$ cat src/rtl/branch_predictor_unit.sv
// Direct-mapped branch target buffer with per-entry saturating direction counters.
// Zero-latency lookup; one update per cycle with no bypass; saturating update and mispredict statistics.
module branch_predictor_unit #(
    parameter int PC_WIDTH   = 32,
    parameter int ENTRIES    = 16,
    parameter int CTR_WIDTH  = 2,
    parameter int STAT_WIDTH = 32
) (
    input  logic                  aclk,
    input  logic                  areset,
    input  logic [PC_WIDTH-1:0]   lookup_pc,
    output logic                  pred_hit,
    output logic                  pred_taken,
    output logic [PC_WIDTH-1:0]   pred_target,
    input  logic                  upd_valid,
    input  logic [PC_WIDTH-1:0]   upd_pc,
    input  logic                  upd_is_jump,
    input  logic                  upd_taken,
    input  logic [PC_WIDTH-1:0]   upd_target,
    input  logic                  upd_mispredict,
    input  logic                  flush,
    output logic [STAT_WIDTH-1:0] stat_updates,
    output logic [STAT_WIDTH-1:0] stat_mispredicts
);
    localparam int IDX   = $clog2(ENTRIES);
    localparam int TAG_W = PC_WIDTH - IDX - 2;

    localparam logic [CTR_WIDTH-1:0] CTR_MAX = {CTR_WIDTH{1'b1}};
    localparam logic [CTR_WIDTH-1:0] CTR_WT  = CTR_WIDTH'(1 << (CTR_WIDTH - 1));
    localparam logic [CTR_WIDTH-1:0] CTR_WNT = CTR_WIDTH'((1 << (CTR_WIDTH - 1)) - 1);

    logic [ENTRIES-1:0]   valid_q;
    logic [ENTRIES-1:0]   jmp_q;
    logic [TAG_W-1:0]     tag_q [ENTRIES];
    logic [CTR_WIDTH-1:0] ctr_q [ENTRIES];
    logic [PC_WIDTH-1:0]  tgt_q [ENTRIES];

    logic [STAT_WIDTH-1:0] stat_upd_q, stat_upd_d;
    logic [STAT_WIDTH-1:0] stat_mis_q, stat_mis_d;

    logic [IDX-1:0]       lk_idx, up_idx;
    logic [TAG_W-1:0]     lk_tag, up_tag;
    logic                 up_hit, wr_en;
    logic [CTR_WIDTH-1:0] ctr_d;
    logic [PC_WIDTH-1:0]  tgt_d;

    // Byte offset within the instruction word never participates in index or tag.
    logic unused_pc_lsbs;
    assign unused_pc_lsbs = ^{lookup_pc[1:0], upd_pc[1:0]};

    assign lk_idx = lookup_pc[IDX+1:2];
    assign lk_tag = lookup_pc[PC_WIDTH-1:IDX+2];
    assign up_idx = upd_pc[IDX+1:2];
    assign up_tag = upd_pc[PC_WIDTH-1:IDX+2];

    always_comb begin
        pred_hit    = !areset && valid_q[lk_idx] && (tag_q[lk_idx] == lk_tag);
        pred_taken  = pred_hit && (jmp_q[lk_idx] || ctr_q[lk_idx][CTR_WIDTH-1]);
        pred_target = pred_hit ? tgt_q[lk_idx] : '0;
    end

    always_comb begin
        up_hit = valid_q[up_idx] && (tag_q[up_idx] == up_tag);
        wr_en  = 1'b0;
        ctr_d  = ctr_q[up_idx];
        tgt_d  = tgt_q[up_idx];
        if (upd_valid && !flush) begin
            if (up_hit) begin
                wr_en = 1'b1;
                if (upd_taken) begin
                    ctr_d = (ctr_q[up_idx] == CTR_MAX) ? CTR_MAX : ctr_q[up_idx] + CTR_WIDTH'(1);
                    tgt_d = upd_target;
                end else begin
                    ctr_d = (ctr_q[up_idx] == '0) ? '0 : ctr_q[up_idx] - CTR_WIDTH'(1);
                end
            end else if (upd_taken || upd_is_jump) begin
                wr_en = 1'b1;
                ctr_d = CTR_WT;
                tgt_d = upd_target;
            end
        end
    end

    // Statistics count every accepted update, including ones a flush discards.
    always_comb begin
        stat_upd_d = stat_upd_q;
        stat_mis_d = stat_mis_q;
        if (upd_valid && (stat_upd_q != '1)) begin
            stat_upd_d = stat_upd_q + STAT_WIDTH'(1);
        end
        if (upd_valid && upd_mispredict && (stat_mis_q != '1)) begin
            stat_mis_d = stat_mis_q + STAT_WIDTH'(1);
        end
    end

    always_ff @(posedge aclk or posedge areset) begin
        if (areset) begin
            valid_q    <= '0;
            jmp_q      <= '0;
            stat_upd_q <= '0;
            stat_mis_q <= '0;
            for (int i = 0; i < ENTRIES; i++) begin
                tag_q[i] <= '0;
                ctr_q[i] <= CTR_WNT;
                tgt_q[i] <= '0;
            end
        end else begin
            stat_upd_q <= stat_upd_d;
            stat_mis_q <= stat_mis_d;
            if (flush) begin
                valid_q <= '0;
            end else if (wr_en) begin
                valid_q[up_idx] <= 1'b1;
                jmp_q[up_idx]   <= upd_is_jump;
                tag_q[up_idx]   <= up_tag;
                ctr_q[up_idx]   <= ctr_d;
                tgt_q[up_idx]   <= tgt_d;
            end
        end
    end

    assign stat_updates     = stat_upd_q;
    assign stat_mispredicts = stat_mis_q;

endmodule

$ cat config.mk
export PLATFORM = sky130hd
export DESIGN_NAME = branch_predictor_unit
export DESIGN_NICKNAME = d
export VERILOG_FILES = /design/src/rtl/branch_predictor_unit.sv
export SDC_FILE = /design/constraint.sdc
export NUM_CORES = 2
export LEC_CHECK = 0
export ABC_AREA = 1
export CELL_PAD_IN_SITES_DETAIL_PLACEMENT = 0
export CELL_PAD_IN_SITES_GLOBAL_PLACEMENT = 1
export CORE_MARGIN = 10
export CORE_UTILIZATION = 26
export DETAILED_ROUTE_END_ITERATION = 10
export GPL_ROUTABILITY_DRIVEN = 0
export GPL_TIMING_DRIVEN = 1
export PLACE_DENSITY = 0.52
export SYNTH_ARGS = -nofsm -noshare
export SYNTH_HDL_FRONTEND = slang
export SYNTH_SLANG_ARGS = --single-unit
$ cat constraint.sdc
create_clock -name aclk -period 76.8 [get_ports aclk]
set_input_delay 15.36 -clock aclk [delete_from_list [all_inputs] [get_ports aclk]]
set_output_delay 15.36 -clock aclk [all_outputs]
set_load 0.1 [all_outputs]
Yosys cells after proc, flatten, opt, wreduce, memory -nomap -nowiden
Cells that the tools add are included.
- add/subtract/negate cells: 4
- order comparisons: 6
- equal/unequal tests: 5
- mux-type cells: 52
- bitwise logic cells: 4
- reductions and logical operators: 17
- operators with widths (kind ; number):
    512-bit bitwise mux ; 1
    416-bit bitwise mux ; 1
    32-bit two-way mux ; 10
    32-bit binary-select mux with 4-bit select ; 2
    26-bit binary-select mux with 4-bit select ; 2
    26-bit two-way mux ; 5
    32-bit demux with 4-bit select ; 1
    26-bit demux with 4-bit select ; 1
    32-bit by 1-bit adder with 32-bit output (second input constant) ; 2
    32-bit != test (second input constant) ; 2
    26-bit equality test ; 2
    32-bit bitwise mux ; 1
    16-bit two-way mux ; 2
    2-bit two-way mux ; 11
    2-bit binary-select mux with 4-bit select ; 2
    16-bit bitwise mux ; 1
    16-bit OR ; 1
    1-bit binary-select mux with 4-bit select ; 3
    5-bit greater-or-equal comparator (second input constant) ; 2
    1-bit logical AND ; 10
    4-bit by 5-bit < comparator with 1-bit output (second input constant) ; 2
    4-bit inverter with 5-bit output ; 2
    2-bit demux with 4-bit select ; 1
    1-bit two-way mux ; 7
    other kinds (12) ; 14
- flip-flop bits (word level): 1056
- bits of input ports: 103
- output and inout bits: 98

Logic depth before layout (Yosys ltp)
- word-level depth: 10
- mapped depth: 25
- gate-level depth less buffers: 21

Least setup slack after synthesis
No wires, ideal clock.
- kind: input to output
- start: in lookup_pc[2]
- end: out pred_target[14]
- arrival: 19.558 ns
- required time: 61.440 ns
- setup slack: 41.882 ns
- stages: 12
- buffers on the path: 6
- cell sequence: clkbuf_1 clkbuf_1 clkbuf_1 clkbuf_1 clkbuf_1 clkbuf_1 a21oi_1 a221oi_1 a31oi_1 nand2_1 o31ai_1 nor3_1
- longest elaborated chain between the ends: 7
- elaborated cells on any way between the ends: 13
- classes of those cells: eq/ne: 1; mux: 9; bitwise: 1; reduce/logical: 2
- RTL lines (what ; line ; RTL):
    from (decl) ; 11 ; input logic [PC_WIDTH-1:0] lookup_pc,
    4-bit inverter with 5-bit output (implied by the code) ; 57, 59 ;
    26-bit binary-select mux with 4-bit select ; 57 ; pred_hit = !areset && valid_q[lk_idx] && (tag_q[lk_idx] == lk_tag);
    26-bit two-way mux (implied by the code) (2 in series) ; 57 ;
    26-bit equality test ; 57 ;
    1-bit logical AND ; 57 ;
    32-bit two-way mux * ; 59 ; pred_target = pred_hit ? tgt_q[lk_idx] : '0;
    to (decl) ; 14 ; output logic [PC_WIDTH-1:0] pred_target,
Every way passes the cells marked *; elsewhere a longest branch is shown, timed or not. The select of a mux whose other input is x is not followed.

Worst setup path after layout
- start: in lookup_pc[2]
- end: out pred_target[10]
The elaborated chain is that of the path after synthesis.

==> results.py <==
metrics = {
    "run_status": {
        "run_status": "finished clean",
    },
    "worst_setup_path": {
        "ff2ff_path_depth": 20,
        "reg2reg_setup_slack_ns": 71.39,
        "crit_arrival_ns": 21.38,
        "critical_path.max_stage_delay_ns": 1.20,
        "cpMostUsedCell": "buf_4",
        "startpoint_type": "primary input",
        "crit_cells": 16,
        "peak_fanout_along_the_critical_path": 122,
        "crit_type": "in2out",
        "cp_slowest_cell": "clkdlybuf4s50_1",
        "critical_path.cell_chain": "buf_8, inv_8, buf_4, buf_4, o21ai_0, nand3_1, nand3_1, nand2_1, o22ai_1, inv_1, nand4_1, nor2_1, nand3b_1, buf_4, nor3_1, clkdlybuf4s50_1",
        "critical_path.top_delay_family": "buffers and inverters",
        "critPathRequiredTime_ns": 61.44,
        "timing.critical_path.to_type": "output pin",
        "critical_path.n_buffers_inverters": 7,
    },
    "routing": {
        "route.final.wire_length_um": 291600,
        "remaining_drc_errors": 0,
        "antenna_violating_nets_post_route": 0,
        "post_drt_wl_per_cell_um": 25.41,
        "avgViaCountPerCell": 5.095,
        "routed-via-count": 58456,
        "drt-initial-drc-count": 5908,
        "detail_route.first_pass.iterations": 5,
    },
    "die": {
        "die_x_um": 497.2,
        "die_h_um": 497.2,
        "floorplan.rows": 175,
        "initial_utilization_pct": 26.07,
        "fp.dieArea_um2": 247200,
        "io-pin-count": 201,
        "placeableCoreArea_um2": 227100,
    },
    "power": {
        "power_density_nw_per_um2": 24.48,
        "cellLeakagePower_nw": 33.17,
        "post-layout-total-power_mw": 1.674,
        "peakVddDrop_mv": 0.02380,
    },
    "synthesis": {
        "async_flop_share_pct": 100.0,
        "synthFlopType": "dfrtp_1",
        "postSynthCellCount": 8532,
        "edff_count_synth": 0,
        "synth_area_um2": 59200,
        "synth-seq-area-share_pct": 44.67,
        "ys_types": 42,
        "ys.warnings.count": 0,
        "yosys_register_bits": 1056,
        "syn_avg_cell_area_um2": 6.938,
        "mappedNetlistNets": 8637,
    },
    "sta": {
        "finalWorstPathRequiredPeriod_ns": 36.74,
        "rsz0062_at_grt": "no",
        "relSlewSlack_pct": 8.042,
        "final-setup-viol-count": 0,
        "fin_ws_ns": 40.06,
        "timing_worst_slew_pin_value_ns": 1.376,
        "timing.final.crit_share_pct": 47.84,
        "hold_viol_final": 0,
        "max_clock_freq_mhz": 27.22,
        "skew_ns": 0.03840,
        "final_number_of_max_transition_violations": 0,
        "timing.setup.tns_ns": 0,
    },
    "placed_design": {
        "preCtsSetupSlack_ns": 40.11,
        "dp.final_hpwl_um": 158000,
        "place.port_buffers": 196,
        "placedInstanceArea_um2": 63590,
    },
    "clocking": {
        "hold_fix_buffers_cts": 0,
        "cts.path.max_buffers": 3,
        "clk_latency_ns": 0.81,
        "postCtsResizedCells": 0,
        "cts_made_buffers": 142,
        "cts.repair_timing.setup_buffer_count": 0,
        "cts_htree_levels": 4,
        "cts.reportedPaths.clkPinSlew_ns": 0.06,
        "clock_tree.root_cell": "clkbuf_16",
        "cts_sinks": 1056,
        "tritoncts": "yes",
    },
    "worst_hold_path": {
        "whs_path_depth": 2,
        "hold_path_class": "reg2reg",
    },
    "global_routing": {
        "first_global_vias": 56139,
        "global_route.overflow_total": 0,
        "grt_antenna_before_repair": 20,
        "grt_util_all_layers_pct": 22.74,
        "grt_start_max_net_pins": 130,
        "grt_pass1_wl_um": 418800,
    },
    "final_layout": {
        "final_cell_area_um2": 68380,
        "fillerInstances": 24366,
        "area_growth_pct": 15.51,
        "nNetsFinal": 8453,
        "drive_gt1_share_pct": 5.310,
    },
    "flow_run": {
        "drv_cap": 0,
    },
}
power by group:
part	leakage [nW]	internal [mW]	switching, mW
Combinational	17.3	0.0876	0.214
Clock	2.35	0.415	0.277
Sequential	13.5	0.633	0.0470
Total	33.2	1.14	0.537
worst paths after layout:
path | startpoint | endpoint
max in group asynchronous | areset | tgt_q[82]
worst max register to register | tag_q[287] | tag_q[404]
worst min register to register | ctr_q[14] | ctr_q[14]
worst max-delay path | lookup_pc[2] | pred_target[10]
min in group asynchronous | areset | tag_q[62]
worst min-delay path | ctr_q[14] | ctr_q[14]
cells by family after synthesis:
logic type,Yosys count,share of synthesized area (%)
AND/OR/NAND/NOR,4618,30.37
AO/OA/AOI/OAI,1650,16.25
buffers and inverters,1136,7.637
flip-flops,1056,44.67
XOR/XNOR,70,1.036
adder cells (fa/ha/maj),2,0.04227
routing by layer:
layer	track usage, %	share of wire [%]	up-vias
met5	0	0.014	-
met4	6.078	2.6	6
met3	3.583	6.5	412
met2	36.26	45	2221
met1	31.89	46	28701
li1	-	-	27116
sequential cells by signal, indices dropped and copies added, names as in the netlist:
| name | flops |
|---|---|
| ctr_q | 32 |
| jmp_q | 16 |
| stat_mispredicts | 32 |
| stat_updates | 32 |
| tag_q | 416 |
| tgt_q | 512 |
| valid_q | 16 |
placed cells by master, fill, tap and decap left out, types with 7 or more instances in the layout:
cell	n
nand2_2	14
clkbuf_8	38
o21ai_1	56
dfstp_2	16
nor2_1	368
o21bai_1	11
bufinv_16	7
xor2_1	35
buf_4	139
nor3_1	66
o22ai_1	12
clkinv_2	16
inv_6	8
a22oi_1	274
o21ai_0	620
a21oi_1	491
clkdlybuf4s50_1	190
diode_2	8
nand2_4	8
nand4_1	53
inv_1	456
o211ai_1	14
a221oi_1	120
dfrtp_1	1040
o31ai_1	29
clkbuf_1	33
clkbuf_16	150
nor2_4	24
xnor2_1	35
nand3_1	283
nand2_1	3796
area by class of cell:
| cell class | instances | area (um2) | share of cell area, % |
|---|---|---|---|
| Multi-Input combinational cell | 6340 | 28480 | 41.66 |
| Sequential cell | 1056 | 26450 | 38.68 |
| Inverter | 469 | 1809 | 2.646 |
| Clock inverter | 31 | 364.1 | 0.5325 |
| Tap cell | 3009 | 3765 | 5.506 |
| Antenna cell | 8 | 20.02 | 0.02928 |
| Clock buffer | 221 | 4400 | 6.436 |
| Timing Repair Buffer | 339 | 3088 | 4.516 |
synthesized netlist by cell type (12+ instances only):
| cell | count | share of area (%) |
|---|---|---|
| o31ai_1 | 35 | 0.44 |
| inv_1 | 461 | 2.9 |
| nor2_2 | 12 | 0.13 |
| a221oi_1 | 120 | 1.8 |
| nor2_1 | 378 | 2.4 |
| dfstp_2 | 16 | 0.71 |
| xor2_1 | 35 | 0.52 |
| buf_4 | 20 | 0.25 |
| nand2_1 | 3814 | 24 |
| clkbuf_1 | 454 | 2.9 |
| o211ai_1 | 14 | 0.18 |
| xnor2_1 | 35 | 0.52 |
| a21oi_1 | 491 | 4.2 |
| buf_1 | 53 | 0.34 |
| buf_2 | 139 | 1.2 |
| nand4_1 | 53 | 0.56 |
| dfrtp_1 | 1040 | 44 |
| o21ai_0 | 620 | 5.2 |
| a22oi_1 | 274 | 3.5 |
| nand3_1 | 284 | 2.4 |
| o22ai_1 | 12 | 0.13 |
| nor3_1 | 66 | 0.56 |
| o21ai_1 | 56 | 0.47 |
worst reg2reg max path, delay by kind of cell, from the launching register on:
kind	cells	cell delay, ns
AND/OR/NAND/NOR	17	3.58
flip-flops	1	0.39
AO/OA/AOI/OAI	1	0.20
buffers and inverters	2	1.09
metrics by stage:
step	std cells	hold slack (ns)	util, %
2_1_floorplan	8532	0.4420	-
3_3_place_gp	11213	0.4561	28.01
3_5_place_dp	11213	0.4583	28.01
4_1_cts	11465	0.4696	30.10
5_1_grt	11468	0.4819	30.11
6_report	11473	0.4688	30.11
No activity file was read; power rests on OpenSTA's default activity.
